File: src/rtl/rr_interval_extractor.sv
// -----------------------------------------------------------------------------
// rr_interval_extractor
// R-peak detector and RR-interval timer. It watches a pre-filtered 8-bit ECG
// stream, picks out R-peaks using a hysteresis threshold pair and a
// refractory window, and reports the spacing between successive peaks as a
// scaled 8-bit RR interval.
// All state advances only on sample_valid strobes. The pulse outputs are
// registered, so each pulse appears one cycle after the strobe that caused it.
// -----------------------------------------------------------------------------
module rr_interval_extractor #(
   parameter logic [7:0]  TH_HI       = 8'd160,
   parameter logic [7:0]  TH_LO       = 8'd96,
   parameter logic [11:0] REFRACT     = 12'd51,
   parameter logic [11:0] MAX_SAMPLES = 12'd768,
   parameter int          RR_SHIFT    = 2
) (
   input  logic       clk,
   input  logic       rst_n,
   input  logic       en,
   input  logic       sample_valid,
   input  logic [7:0] ecg_in,
   output logic [7:0] rr_out,
   output logic       rr_valid,
   output logic       beat,
   output logic       lost
);

   typedef enum logic [1:0] {
      ST_FIRST   = 2'd0,
      ST_REFRACT = 2'd1,
      ST_SEARCH  = 2'd2
   } state_t;

   state_t      state_r,    state_s;
   logic [11:0] cnt_r,      cnt_s;
   logic        armed_r,    armed_s;
   logic [7:0]  rr_out_r,   rr_out_s;
   logic        rr_valid_r, rr_valid_s;
   logic        beat_r,     beat_s;
   logic        lost_r,     lost_s;

   logic [11:0] interval_s;
   logic        crossing_s;

   // Scale an interval down and clamp it to the 8-bit output range.
   function automatic logic [7:0] scale_rr(input logic [11:0] iv);
      logic [11:0] sh;
      sh = iv >> RR_SHIFT;
      if (sh > 12'd255) begin
         return 8'd255;
      end else begin
         return sh[7:0];
      end
   endfunction

   // Strobes since the previous peak, counting the current one; cnt is
   // bounded by MAX_SAMPLES so the increment cannot wrap.
   assign interval_s = cnt_r + 12'd1;
   assign crossing_s = sample_valid & armed_r & (ecg_in >= TH_HI);

   // Next-state, counter, hysteresis flag and output-register computation.
   always_comb begin
      state_s    = state_r;
      cnt_s      = cnt_r;
      armed_s    = armed_r;
      rr_out_s   = rr_out_r;
      rr_valid_s = 1'b0;
      beat_s     = 1'b0;
      lost_s     = 1'b0;

      if (!en) begin
         // Disabled: drop the reference peak; rr_out and armed are kept.
         state_s = ST_FIRST;
         cnt_s   = 12'd0;
      end else if (sample_valid) begin
         // Any low sample re-arms; an accepted peak below overrides this.
         if (ecg_in < TH_LO) begin
            armed_s = 1'b1;
         end else begin
            armed_s = armed_r;
         end

         case (state_r)
            ST_FIRST: begin
               cnt_s = 12'd0;
               if (crossing_s) begin
                  beat_s  = 1'b1;
                  armed_s = 1'b0;
                  state_s = ST_REFRACT;
               end else begin
                  state_s = ST_FIRST;
               end
            end
            ST_REFRACT: begin
               // Crossings are ignored here; armed keeps tracking TH_LO.
               cnt_s = interval_s;
               if (interval_s >= REFRACT) begin
                  state_s = ST_SEARCH;
               end else begin
                  state_s = ST_REFRACT;
               end
            end
            ST_SEARCH: begin
               // A crossing on the timeout sample still counts as a beat.
               if (crossing_s) begin
                  beat_s     = 1'b1;
                  rr_valid_s = 1'b1;
                  rr_out_s   = scale_rr(interval_s);
                  armed_s    = 1'b0;
                  cnt_s      = 12'd0;
                  state_s    = ST_REFRACT;
               end else if (interval_s >= MAX_SAMPLES) begin
                  lost_s  = 1'b1;
                  cnt_s   = 12'd0;
                  state_s = ST_FIRST;
               end else begin
                  cnt_s   = interval_s;
                  state_s = ST_SEARCH;
               end
            end
            default: begin
               cnt_s   = 12'd0;
               state_s = ST_FIRST;
            end
         endcase
      end else begin
         // No strobe: everything holds, pulses stay low.
         state_s = state_r;
      end
   end

   // State, counter and output registers with asynchronous reset.
   always_ff @(posedge clk or negedge rst_n) begin
      if (!rst_n) begin
         state_r    <= ST_FIRST;
         cnt_r      <= 12'd0;
         armed_r    <= 1'b0;
         rr_out_r   <= 8'd0;
         rr_valid_r <= 1'b0;
         beat_r     <= 1'b0;
         lost_r     <= 1'b0;
      end else begin
         state_r    <= state_s;
         cnt_r      <= cnt_s;
         armed_r    <= armed_s;
         rr_out_r   <= rr_out_s;
         rr_valid_r <= rr_valid_s;
         beat_r     <= beat_s;
         lost_r     <= lost_s;
      end
   end

   assign rr_out   = rr_out_r;
   assign rr_valid = rr_valid_r;
   assign beat     = beat_r;
   assign lost     = lost_r;

endmodule

File: config.mk
export PLATFORM = sky130hd
export DESIGN_NAME = rr_interval_extractor
export DESIGN_NICKNAME = d
export VERILOG_FILES = /design/src/rtl/rr_interval_extractor.sv
export SDC_FILE = /design/constraint.sdc
export NUM_CORES = 1
export LEC_CHECK = 0
export CAP_MARGIN = 5
export CORE_ASPECT_RATIO = 2
export CORE_UTILIZATION = 53
export DETAILED_ROUTE_END_ITERATION = 8
export GPL_TIMING_DRIVEN = 0
export PLACE_DENSITY = 0.78
export SYNTH_ARGS = -nofsm -noshare
export SYNTH_HDL_FRONTEND = slang
export SYNTH_SLANG_ARGS = --single-unit
File: constraint.sdc
create_clock -name clk -period 2.55 [get_ports clk]
set_input_delay 0.51 -clock clk [delete_from_list [all_inputs] [get_ports clk]]
set_output_delay 0.51 -clock clk [all_outputs]
set_load 0.01 [all_outputs]
## Word level (Yosys, flattened, before mapping)

Cells that the tools add are included.

- Order comparisons: 5
- $add $sub $neg: 1
- Bitwise logic cells: 2
- Eq/ne operators: 3
- Multiplexer cells: 28
- Reduce and logical (&&, ||, !) cells: 4

Operators with widths:

| kind | number |
|---|---|
| $mux W12 | 4 |
| $pmux W12 S2 | 1 |
| $mux W1 | 16 |
| $add A12 B1 Y12 const B | 1 |
| $ge A12 B10 Y1 const B | 1 |
| $ge A12 B6 Y1 const B | 1 |
| $gt A10 B8 Y1 const B | 1 |
| $mux W2 | 5 |
| $ge A8 B8 Y1 const B | 1 |
| $lt A8 B7 Y1 const B | 1 |
| $mux W8 | 1 |
| $pmux W2 S3 | 1 |
| $reduce_and A4 Y1 | 1 |
| $and A1 B1 Y1 | 2 |
| $eq A2 B1 Y1 const B | 1 |
| $eq A2 B2 Y1 const B | 1 |
| $logic_not A2 Y1 | 1 |
| $ne A2 B1 Y1 const B | 1 |
| $reduce_and A2 Y1 | 1 |
| $reduce_or A2 Y1 | 1 |

- Register bits: 26

## Longest topological paths before layout

Gate-level depths: netlist of the first run.

- Depth after elaboration: 7
- Depth in mapped cells: 9

## Worst setup path after synthesis of the first run

Ideal clock, no wire load.

- Kind: reg-to-reg
- From: register cnt_r[0]
- To: register cnt_r[2]
- Setup slack: 0.381 ns
- Clock period less this slack: 2.169 ns
- Data required time: 2.432 ns
- Cell stages (with the launch flop): 9
- Buffers on the path: 1
- Arrival time: 2.051 ns
- Cell sequence: dfrtp_1 > ha_1 > buf_2 > nand4b_1 > or4_1 > and4_4 > a32oi_4 > a21oi_1 > a21o_1

- Word-level cells in the longest chain between the ends: 7

RTL lines:

| what | RTL line | text |
|---|---|---|
| start, declared | 35 | `logic [11:0] cnt_r, cnt_s;` |
| start signal, assigned | 144 | `cnt_r <= cnt_s;` |
| $add A12 B1 Y12 (*) | 58 | `assign interval_s = cnt_r + 12'd1;` |
| $ge A12 B10 Y1 | 112 | `end else if (interval_s >= MAX_SAMPLES) begin` |
| $mux W12 | 112 |  |
| $mux W12 | 105 | `if (crossing_s) begin` |
| $pmux W12 S2 (*) | 83 | `case (state_r)` |
| $mux W12 (*) | 75 | `end else if (sample_valid) begin` |
| $mux W12 (*) | 71 | `if (!en) begin` |

Mark *: on every way between the ends. The rest lies on a longest branch, timed or not. The select of a mux whose other input is x is not followed.
A chain may end at the register's enable or synchronous reset.

## Worst setup path in the final report of the first run

- From: register cnt_r[0]
- To: register cnt_r[4]

Same word-level chain as after synthesis.

==> results.sh, run 1 <==
export IMPL_seq_area_frac_synth=0.420
export IMPL_worstPathCellList="ha_1, buf_2, nand3_2, o31a_1, a31o_2, a32oi_4, buf_4, a21oi_1, a21o_1"
export IMPL_slowest_delay_ns=0.49
export IMPL_area_growth_pct=21.9
export IMPL_ctsHtreeMaxLevel=1
export IMPL_synth_nets=185
export IMPL_dp_slack_ns=-0.0731
export IMPL_nets=211
export IMPL_route_detailed_drc=0
export IMPL_fmax_mhz=415
export IMPL_num_rows=27
export IMPL_grt_pass1_wl_mm=6.00
export IMPL_dp_hpwl_mm=2.78
export IMPL_cpMaxStageDelayCell="dfrtp_1"
export IMPL_clockRootBuffer="clkbuf_8"
export IMPL_ant_nets=0
export IMPL_ys_flop_type="dfrtp_1"
export IMPL_worstSetupPathType="register to register"
export IMPL_cts_sinks=26
export IMPL_grt_max_degree=27
export IMPL_synth_edff_count=0
export IMPL_most_common_layout_cells="25 x dfrtp_1, 19 x nor2_1, 17 x clkdlybuf4s50_1, 16 x nand2_1, 8 x o21ai_0"
export IMPL_utilization=0.682
export IMPL_crit_family="compound AO/OA/AOI/OAI gates"
export IMPL_fillers=224
export IMPL_seq_area_sq_um=652
export IMPL_status="finished clean"
export IMPL_io_pins=23
export IMPL_die_y_um=78.5
export IMPL_critPathMaxFanout=9
export IMPL_diodes=0
export IMPL_insertion_delay_ns=0.28
export IMPL_p_leak_nw=0.803
export IMPL_skew_ns=0.00756
export IMPL_via_per_inst=6.53
export IMPL_critPathBufInv=2
export IMPL_max_cap_violations=0
export IMPL_antenna_found_initial=0
export IMPL_crit_required_ns=2.73
export IMPL_worst_pin_slew_ns=0.639
export IMPL_powerDensity_nw_per_um2=448
export IMPL_cts_buffer_depth=2
export IMPL_multi_input_area_sq_um=828
export IMPL_die_w_um=40.2
export IMPL_hold_violations=0
export IMPL_endpoint="cnt_r[4]"
export IMPL_synthCells=167
export IMPL_mappedNetlistArea_sq_um=1550
export IMPL_tns_ns=0
export IMPL_core_sq_um=2770
export IMPL_start_util=0.559
export IMPL_cp_depth=9
export IMPL_numCtsBuffers=3
export IMPL_fin_crit_ns=2.41
export IMPL_avgSynthCellArea_sq_um=9.28
export IMPL_wl_mm=4.01
export IMPL_synth_distinct_cells=46
export IMPL_globalplace_congestion=0.842
export IMPL_mostFrequentLayoutCell="dfrtp_1"
export IMPL_synth_seq_cells=26
export IMPL_reg2reg_depth=9
export IMPL_placed_area_sq_um=1760
export IMPL_cts_tree="done"
export IMPL_wl_per_cell_um=18.1
export IMPL_ys_warn_count=0
export IMPL_cp_arrival_ns=2.60
export IMPL_grt_usage=0.272
export IMPL_crit_start="cnt_r[0]"
export IMPL_first_pass_iters=4
export IMPL_grt_pass1_vias=1391
export IMPL_final_area_sq_um=1890
export IMPL_end_kind="register"
export IMPL_timing_final_crit_share=0.946
export IMPL_ys_async_sr_fraction=1.00
export IMPL_finalPower_uw=846
export IMPL_critPathLaunchType="register"
export IMPL_dp_cells=213
export IMPL_drt_iter0_markers=60
export IMPL_cts_clk_slew_worst_paths_ns=0.10
export IMPL_ir_drop_uv=350
export IMPL_rr_endpoint="cnt_r[4]"
export IMPL_drive_above_1_share=0.130
export IMPL_grt_overflow_total=0
export IMPL_reg2reg_from="cnt_r[0]"
export IMPL_r2r_setup_slack_ns=0.14
export IMPL_grt_setup_unrepaired="no"
export IMPL_min_path_type="primary input to asynchronous set/reset pin"
export IMPL_portBuffers=17
export IMPL_die_area_sq_um=3160
export IMPL_setup_viol=0
export IMPL_maxSlewHeadroom=0.572
export IMPL_slew_viol_final=0
export IMPL_instances_no_fill=221
export IMPL_vias=1443
export IMPL_worst_slack_ns=0.138
export IMPL_whs_ns=0.496
## synth_stat cells (2+ instances only)
| master | count | area [sq um] |
|---|---|---|
| xnor2_1 | 2 | 17.5 |
| a21o_1 | 6 | 45.0 |
| ha_1 | 6 | 75.1 |
| buf_2 | 4 | 20.0 |
| nand4b_1 | 2 | 17.5 |
| dfrtp_1 | 26 | 651 |
| or3_1 | 2 | 12.5 |
| a21oi_2 | 2 | 17.5 |
| inv_1 | 7 | 26.3 |
| nand3_1 | 5 | 25.0 |
| nor2_1 | 19 | 71.3 |
| clkbuf_1 | 3 | 11.3 |
| a21oi_1 | 6 | 30.0 |
| a41oi_1 | 6 | 52.6 |
| o21ai_0 | 8 | 40.0 |
| nand2_1 | 16 | 60.1 |
| and2_1 | 2 | 12.5 |
| nand2b_1 | 3 | 18.8 |
| a31oi_1 | 4 | 25.0 |
| o211a_1 | 2 | 20.0 |
| or4_1 | 3 | 22.5 |
| nand4_1 | 2 | 12.5 |
| o31ai_1 | 2 | 15.0 |
| nor2b_1 | 3 | 18.8 |
| buf_6 | 2 | 22.5 |
| nor3_1 | 3 | 15.0 |
| and3_1 | 2 | 12.5 |
## registers in the layout, summed over array words and instances, names as in the netlist
name / count
cnt_r: 12
beat: 1
lost: 1
state_r: 2
rr_valid: 1
armed_r: 1
rr_out: 8
## what timing repair did
item,in CTS,in global routing
hold buffers,0,0
pin swaps,1,0
endpoints found under the setup margin,3,12
setup buffers,3,0
hold endpoints to repair,0,0
resized for setup,1,2
## final cells by class
cell class                 instances  share of cell area
buffer                             9              0.0285
timing repair buffer              21               0.117
sequential                        26               0.345
multi-input combinational        125               0.439
clock inverter                     1              0.0159
tap                               29              0.0192
clock buffer                       3              0.0219
inverter                           7              0.0139
## how the worst min path moves through the flow
| stage | from | endpoint | slack, ns | depth (start not counted) |
|---|---|---|---|---|
| 2_1_floorplan | rst_n | armed_r | 0.21 | 0 |
| 3_3_place_gp | armed_r | armed_r | 0.48 | 2 |
| 3_5_place_dp | armed_r | armed_r | 0.51 | 2 |
| 4_1_cts | armed_r | armed_r | 0.53 | 2 |
| 5_1_grt | rst_n | rr_out[4] | 0.51 | 1 |
| 6_report | rst_n | rr_out[4] | 0.50 | 1 |
## report_power, final
group          internal (mW)  total [mW]  switching [mW]
sequential             0.422       0.431         0.00965
clock                  0.211       0.355           0.145
combinational         0.0261      0.0595          0.0335
## kinds of logic after synthesis
family          after synthesis  synth area share
simple gates                 67             0.223
compound gates               49             0.240
flops                        26             0.420
buf+inv                      16            0.0517
fa+ha+maj                     6            0.0485
xor+xnor                      3            0.0170
## routing by layer
| layer | wire (um) | GRT usage |
|---|---|---|
| met1 | 1390 | 0.279 |
| met2 | 2310 | 0.487 |
| met3 | 176 | 0.0311 |
| met4 | 126 | 0.137 |
| met5 | 0 | 0 |
(Power assumes the default switching activity.)
==> inputs of run 2 (changes only) <==
--- a/config.mk
+++ b/config.mk
@@ -5,9 +5,11 @@
 export SDC_FILE = /design/constraint.sdc
 export NUM_CORES = 1
 export LEC_CHECK = 0
+export ABC_AREA = 1
 export CAP_MARGIN = 5
 export CORE_ASPECT_RATIO = 2
 export CORE_UTILIZATION = 53
+export CTS_CLUSTER_SIZE = 8
 export DETAILED_ROUTE_END_ITERATION = 8
 export GPL_TIMING_DRIVEN = 0
 export PLACE_DENSITY = 0.78
==> run 2 against run 1 <==
Register-to-register slack better by 0.45 ns. Sequential power down 2%. Worst hold slack better by 0.015 ns. Fmax up 22%. Non-clock buffer count down 10. Count of clock-buffer cells in the layout unchanged. Power down 2.5%. Critical path type is now primary input to register. Largest cell class unchanged.
==> results.sh, run 2 <==
export IMPL_status="finished clean"
export IMPL_whs_ns=0.511
export IMPL_cts_tree="done"
export IMPL_yosysMostFrequentCell="nand2_1"
export IMPL_synth_largest_area_cell="dfrtp_1"
export IMPL_synth_seq_cells=26
export IMPL_cts_sinks=26
export IMPL_ys_warn_count=0
export IMPL_worst_pin_slew_ns=0.558
export IMPL_tns_ns=0
export IMPL_largest_register_ffs=12
export IMPL_end_kind="register"
export IMPL_clkPwrFrac=0.418
export IMPL_dp_slack_ns=0.283
export IMPL_die_w_um=40.0
export IMPL_avgSynthCellArea_sq_um=7.29
export IMPL_fillers=245
export IMPL_max_cap_violations=0
export IMPL_slew_viol_final=0
export IMPL_power_frac_comb=0.069
export IMPL_portBuffers=17
export IMPL_ctsHtreeMaxLevel=1
export IMPL_met2_usage=0.447
export IMPL_synth_edff_count=0
export IMPL_skew_ns=0.00301
export IMPL_min_path_type="register to register"
export IMPL_ir_drop_uv=586
export IMPL_worst_slack_ns=0.573
export IMPL_clockRootBuffer="clkbuf_8"
export IMPL_ant_nets=0
export IMPL_io_pins=23
export IMPL_grt_pass1_wl_mm=5.53
export IMPL_grt_max_degree=27
export IMPL_grt_busiest_layer="met2"
export IMPL_die_y_um=78.0
export IMPL_wl_mm=3.31
export IMPL_instances_no_fill=261
export IMPL_ys_async_sr_fraction=1.00
export IMPL_numCtsBuffers=3
export IMPL_crit_family="buffers and inverters"
export IMPL_yosys_area_top_type_share=0.425
export IMPL_hold_violations=0
export IMPL_drive_above_1_share=0.0776
export IMPL_p_leak_nw=0.901
export IMPL_most_common_layout_cells="63 x nand2_1, 32 x inv_1, 26 x nor2_1, 26 x dfrtp_1, 19 x nand3_1"
export IMPL_p_sw_frac=0.208
export IMPL_timing_final_crit_share=0.775
export IMPL_seq_area_frac_synth=0.425
export IMPL_mostFrequentLayoutCell="nand2_1"
export IMPL_setup_viol=0
export IMPL_critPathBufInv=3
export IMPL_reg2reg_from="cnt_r[1]"
export IMPL_fin_crit_ns=1.98
export IMPL_hold_path_depth=2
export IMPL_critPathMaxFanout=10
export IMPL_via_per_inst=5.19
export IMPL_first_pass_iters=4
export IMPL_crit_start="sample_valid"
export IMPL_min_to="rr_out[6]"
export IMPL_grt_pass1_vias=1329
export IMPL_dp_hpwl_mm=2.53
export IMPL_start_util=0.560
export IMPL_maxSlewHeadroom=0.627
export IMPL_grt_usage=0.250
export IMPL_nets=251
export IMPL_mappedNetlistArea_sq_um=1530
export IMPL_cts_buffer_depth=2
export IMPL_worstPathCellList="clkdlybuf4s50_1, nand3_1, nor2_1, nand2_1, nor2_1, buf_2, nand3_1, o21ai_0, inv_1"
export IMPL_synth_area_leaders="dfrtp_1 42%, nand2_1 15%, inv_1 7.8%"
export IMPL_reg2reg_depth=12
export IMPL_vias=1355
export IMPL_crit_required_ns=2.72
export IMPL_antenna_found_initial=0
export IMPL_r2r_setup_slack_ns=0.59
export IMPL_core_sq_um=2740
export IMPL_use_met3=0.0226
export IMPL_rr_endpoint="state_r[1]"
export IMPL_hold_buffers=0
export IMPL_worstSetupPathType="primary input to register"
export IMPL_cts_clk_slew_worst_paths_ns=0.09
export IMPL_postCtsSetupRepairBufs=0
export IMPL_cp_arrival_ns=2.15
export IMPL_synthCells=210
export IMPL_use_met1=0.276
export IMPL_num_rows=27
export IMPL_cts_resized=0
export IMPL_ys_flop_type="dfrtp_1"
export IMPL_slowest_delay_ns=0.50
export IMPL_drt_iter0_markers=26
export IMPL_top_register="cnt_r"
export IMPL_grt_setup_unrepaired="no"
export IMPL_internal_power_uw=653
export IMPL_powerDensity_nw_per_um2=452
export IMPL_fmax_mhz=506
export IMPL_synth_distinct_cells=24
export IMPL_route_detailed_drc=0
export IMPL_min_delay_start="rr_out[6]"
export IMPL_die_area_sq_um=3120
export IMPL_grt_overflow_total=0
export IMPL_insertion_delay_ns=0.28
export IMPL_wl_per_cell_um=12.7
export IMPL_diodes=0
export IMPL_globalplace_congestion=0.870
export IMPL_p_sw_uw=171
export IMPL_dp_cells=256
export IMPL_area_growth_pct=19.1
export IMPL_synth_nets=228
export IMPL_cpMaxStageDelayCell="clkdlybuf4s50_1"
export IMPL_critPathLaunchType="primary input"
export IMPL_seq_power_share=0.513
export IMPL_utilization=0.667
export IMPL_synth_common_cells="63 x nand2_1, 32 x inv_1, 26 x dfrtp_1, 26 x nor2_1, 19 x nand3_1"
-- run 2: cell types whose count changed after synthesis, moves of 4 or more --
cell     change
a21oi_1      -4
inv_1       +25
nand3_1     +14
a41oi_1      -6
a31oi_1      -4
a21o_1       -6
nor2_1       +7
o21ai_1      +6
nand2_1     +47
-- run 2: power groups by stage --
stage                     combinational (mW)  sequential, mW  clock (mW)
after detailed placement              0.0547           0.431           0
after floorplan                       0.0249           0.431           0
after global placement                0.0532           0.431           0
after CTS                             0.0547           0.423       0.346
final                                 0.0566           0.423       0.345
after global routing                  0.0638           0.424       0.360
-- run 2: cells by family (layout without fill, tap and decap cells) --
family	count (synthesis)	count (layout)	synth area share
AND/OR/NAND/NOR	120	120	0.349
buffers and inverters	35	57	0.0923
flip-flops	26	26	0.425
AO/OA/AOI/OAI	21	21	0.0735
adder cells (fa/ha/maj)	6	6	0.0490
XOR/XNOR	2	2	0.0114
-- run 2: worst max-delay path by stage --
stage / endpoint / depth (start not counted)
2_1_floorplan: state_r[1] / 12
3_3_place_gp: rr_out[4] / 9
3_5_place_dp: rr_out[4] / 9
4_1_cts: rr_out[4] / 9
5_1_grt: rr_out[4] / 9
6_report: rr_out[4] / 9
-- run 2: area by class of cell --
type	count	area, sq um	area share
repair buffers	18	185	0.102
plain buffers	2	12.5	0.00686
clock buffers	3	41.3	0.0226
flip-flops and latches	26	651	0.357
clock inverters	1	30.0	0.0165
well taps	29	36.3	0.0199
inverters	33	129	0.0706
multi-input cells	149	739	0.405
-- run 2: worst min-delay path, delay by kind of cell, from the launching register on --
kind             cells  cell delay (ns)
flip-flops           1             0.36
AND/OR/NAND/NOR      2             0.12
-- run 2: stage by stage --
step | power (mW) | cell area (sq um)
floorplan | 0.456 | 1530
global placement | 0.484 | 1740
detailed placement | 0.486 | 1740
CTS | 0.824 | 1810
global route | 0.848 | 1820
finish | 0.824 | 1820
-- run 2: routing by layer --
| layer | share of wire | wire [um] |
|---|---|---|
| met5 | 0 | 0 |
| met1 | 0.39 | 1290 |
| met2 | 0.57 | 1880 |
| met3 | 0.019 | 64 |
| met4 | 0.026 | 85 |
==> inputs of run 3 (changes only) <==
==> constraint.sdc (replaced) <==
create_clock -name clk -period 2 [get_ports clk]
set_input_delay 0.4 -clock clk [delete_from_list [all_inputs] [get_ports clk]]
set_output_delay 0.4 -clock clk [all_outputs]
set_load 0.01 [all_outputs]
==> run 3 against run 2 <==
Non-clock buffer count did not move. Register-to-register slack lost 0.47 ns. Largest cell class unchanged. Count of clock-buffer cells in the layout is the same. Global-route usage did not move. Core utilization is 0.32 points higher. Worst hold slack got worse by 0.034 ns.
==> results.sh, run 3 (synthesis gave the netlist of run 2 again) <==
export IMPL_critPathLaunchType="register"
export IMPL_via_per_inst=5.14
export IMPL_vias=1342
export IMPL_highest_layer="met4"
export IMPL_final_area_sq_um=1830
export IMPL_critPathMaxFanout=10
export IMPL_ant_nets=0
export IMPL_io_pins=23
export IMPL_p_sw_uw=216
export IMPL_globalplace_congestion=0.870
export IMPL_crit_required_ns=2.16
export IMPL_p_sw_frac=0.206
export IMPL_cts_sinks=26
export IMPL_power_frac_comb=0.069
export IMPL_most_common_layout_cells="63 x nand2_1, 32 x inv_1, 25 x dfrtp_1, 24 x nor2_1, 19 x nand3_1"
export IMPL_utilization=0.670
export IMPL_cts_clk_slew_worst_paths_ns=0.09
export IMPL_postCtsSetupRepairBufs=0
export IMPL_timing_final_crit_share=0.938
export IMPL_placed_area_sq_um=1740
export IMPL_finalPower_mw=1.05
export IMPL_wl_met1_mm=1.32
export IMPL_dp_hpwl_mm=2.53
export IMPL_ir_drop_uv=744
export IMPL_drt_iter0_markers=32
export IMPL_wl_mm=3.35
export IMPL_cts_buffer_depth=2
export IMPL_min_path_type="primary input to asynchronous set/reset pin"
export IMPL_fin_crit_ns=1.88
export IMPL_status="finished clean"
export IMPL_maxSlewHeadroom=0.630
export IMPL_wl_met3_um=64
export IMPL_numCtsBuffers=3
export IMPL_drive_above_1_share=0.0948
export IMPL_hold_violations=0
export IMPL_setup_viol=0
export IMPL_tns_ns=0
export IMPL_max_cap_violations=0
export IMPL_grt_setup_unrepaired="no"
export IMPL_slew_viol_final=0
export IMPL_die_w_um=40.0
export IMPL_worstSetupPathType="register to register"
export IMPL_wl_per_cell_um=12.8
export IMPL_route_detailed_drc=0
export IMPL_antenna_found_initial=0
export IMPL_worst_pin_slew_ns=0.553
export IMPL_internal_power_uw=833
export IMPL_powerDensity_nw_per_um2=572
export IMPL_grt_pass1_wl_mm=5.53
export IMPL_core_sq_um=2740
export IMPL_clkPwrFrac=0.417
export IMPL_fmax_mhz=533
export IMPL_first_pass_iters=4
export IMPL_ctsHtreeMaxLevel=1
export IMPL_skew_ns=0.00201
export IMPL_diodes=0
export IMPL_nets=251
export IMPL_p_leak_nw=0.897
export IMPL_portBuffers=17
export IMPL_clockRootBuffer="clkbuf_8"
export IMPL_grt_usage=0.250
export IMPL_met2_length_mm=1.90
export IMPL_grt_pass1_vias=1329
export IMPL_largest_register_ffs=12
export IMPL_reg2reg_depth=10
export IMPL_start_util=0.560
export IMPL_grt_max_degree=27
export IMPL_end_kind="register"
export IMPL_die_y_um=78.0
export IMPL_cts_tree="done"
export IMPL_die_area_sq_um=3120
export IMPL_area_growth_pct=19.7
export IMPL_mostFrequentLayoutCell="nand2_1"
export IMPL_grt_overflow_total=0
export IMPL_num_rows=27
export IMPL_seq_power_share=0.514
export IMPL_cp_arrival_ns=2.04
export IMPL_top_register="cnt_r"
export IMPL_insertion_delay_ns=0.27
run 3: critical path: stages, from the launching register on:
cell and delay (ns):
dfrtp_1 0.34, buf_4 0.15, nand2_2 0.05, nor2_2 0.27, nand3_2 0.12, xor2_1 0.31, nand2_1 0.17, nand3_4 0.11
nand2_4 0.09, nand2_1 0.07, o21ai_1 0.05
run 3: what timing repair did:
action	in CTS	in global routing
gates resized for setup	0	4
setup endpoints to repair	0	12
hold buffers	0	0
run 3: final cells by class:
| class | instances | area (sq um) |
|---|---|---|
| plain buffers | 2 | 12.5 |
| clock buffers | 3 | 41.3 |
| clock inverters | 1 | 30.0 |
| fillers | 243 | 903 |
| inverters | 33 | 129 |
| multi-input cells | 149 | 747 |
| flip-flops and latches | 26 | 652 |
| well taps | 29 | 36.3 |
| repair buffers | 18 | 185 |
run 3: worst paths after layout:
check	slack, ns	endpoint	start
min in group clk	0.51	rr_out[6]	rr_out[6]
worst max register to register	0.12	cnt_r[9]	cnt_r[2]
max in group asynchronous	1.03	cnt_r[7]	rst_n
worst min-delay path	0.48	cnt_r[9]	rst_n
worst max-delay path	0.12	cnt_r[9]	cnt_r[2]
worst min register to register	0.51	rr_out[6]	rr_out[6]
run 3: power by group through the flow:
| stage | Sequential [mW] | Clock [mW] | Combinational (mW) |
|---|---|---|---|
| finish | 0.539 | 0.437 | 0.0724 |
| global route | 0.541 | 0.459 | 0.0815 |
| global placement | 0.550 | 0 | 0.0678 |
| detailed placement | 0.550 | 0 | 0.0697 |
| CTS | 0.539 | 0.441 | 0.0697 |
| floorplan | 0.550 | 0 | 0.0318 |
run 3: per-layer routing:
metal | global-route usage | vias up
li1 | - | 693
met5 | 0 | -
met3 | 0.0226 | 7
met4 | 0.100 | 0
met2 | 0.447 | 18
met1 | 0.276 | 624
run 3: per-stage QoR:
| stage | instances | hold WS, ns | worst slack (ns) |
|---|---|---|---|
| 6_report | 261 | 0.477 | 0.125 |
| 5_1_grt | 261 | 0.492 | 0.0246 |
| 4_1_cts | 260 | 0.512 | 0.0545 |
| 3_5_place_dp | 256 | 0.491 | -0.157 |
| 3_3_place_gp | 256 | 0.478 | -0.134 |
| 2_1_floorplan | 210 | 0.104 | 0.415 |
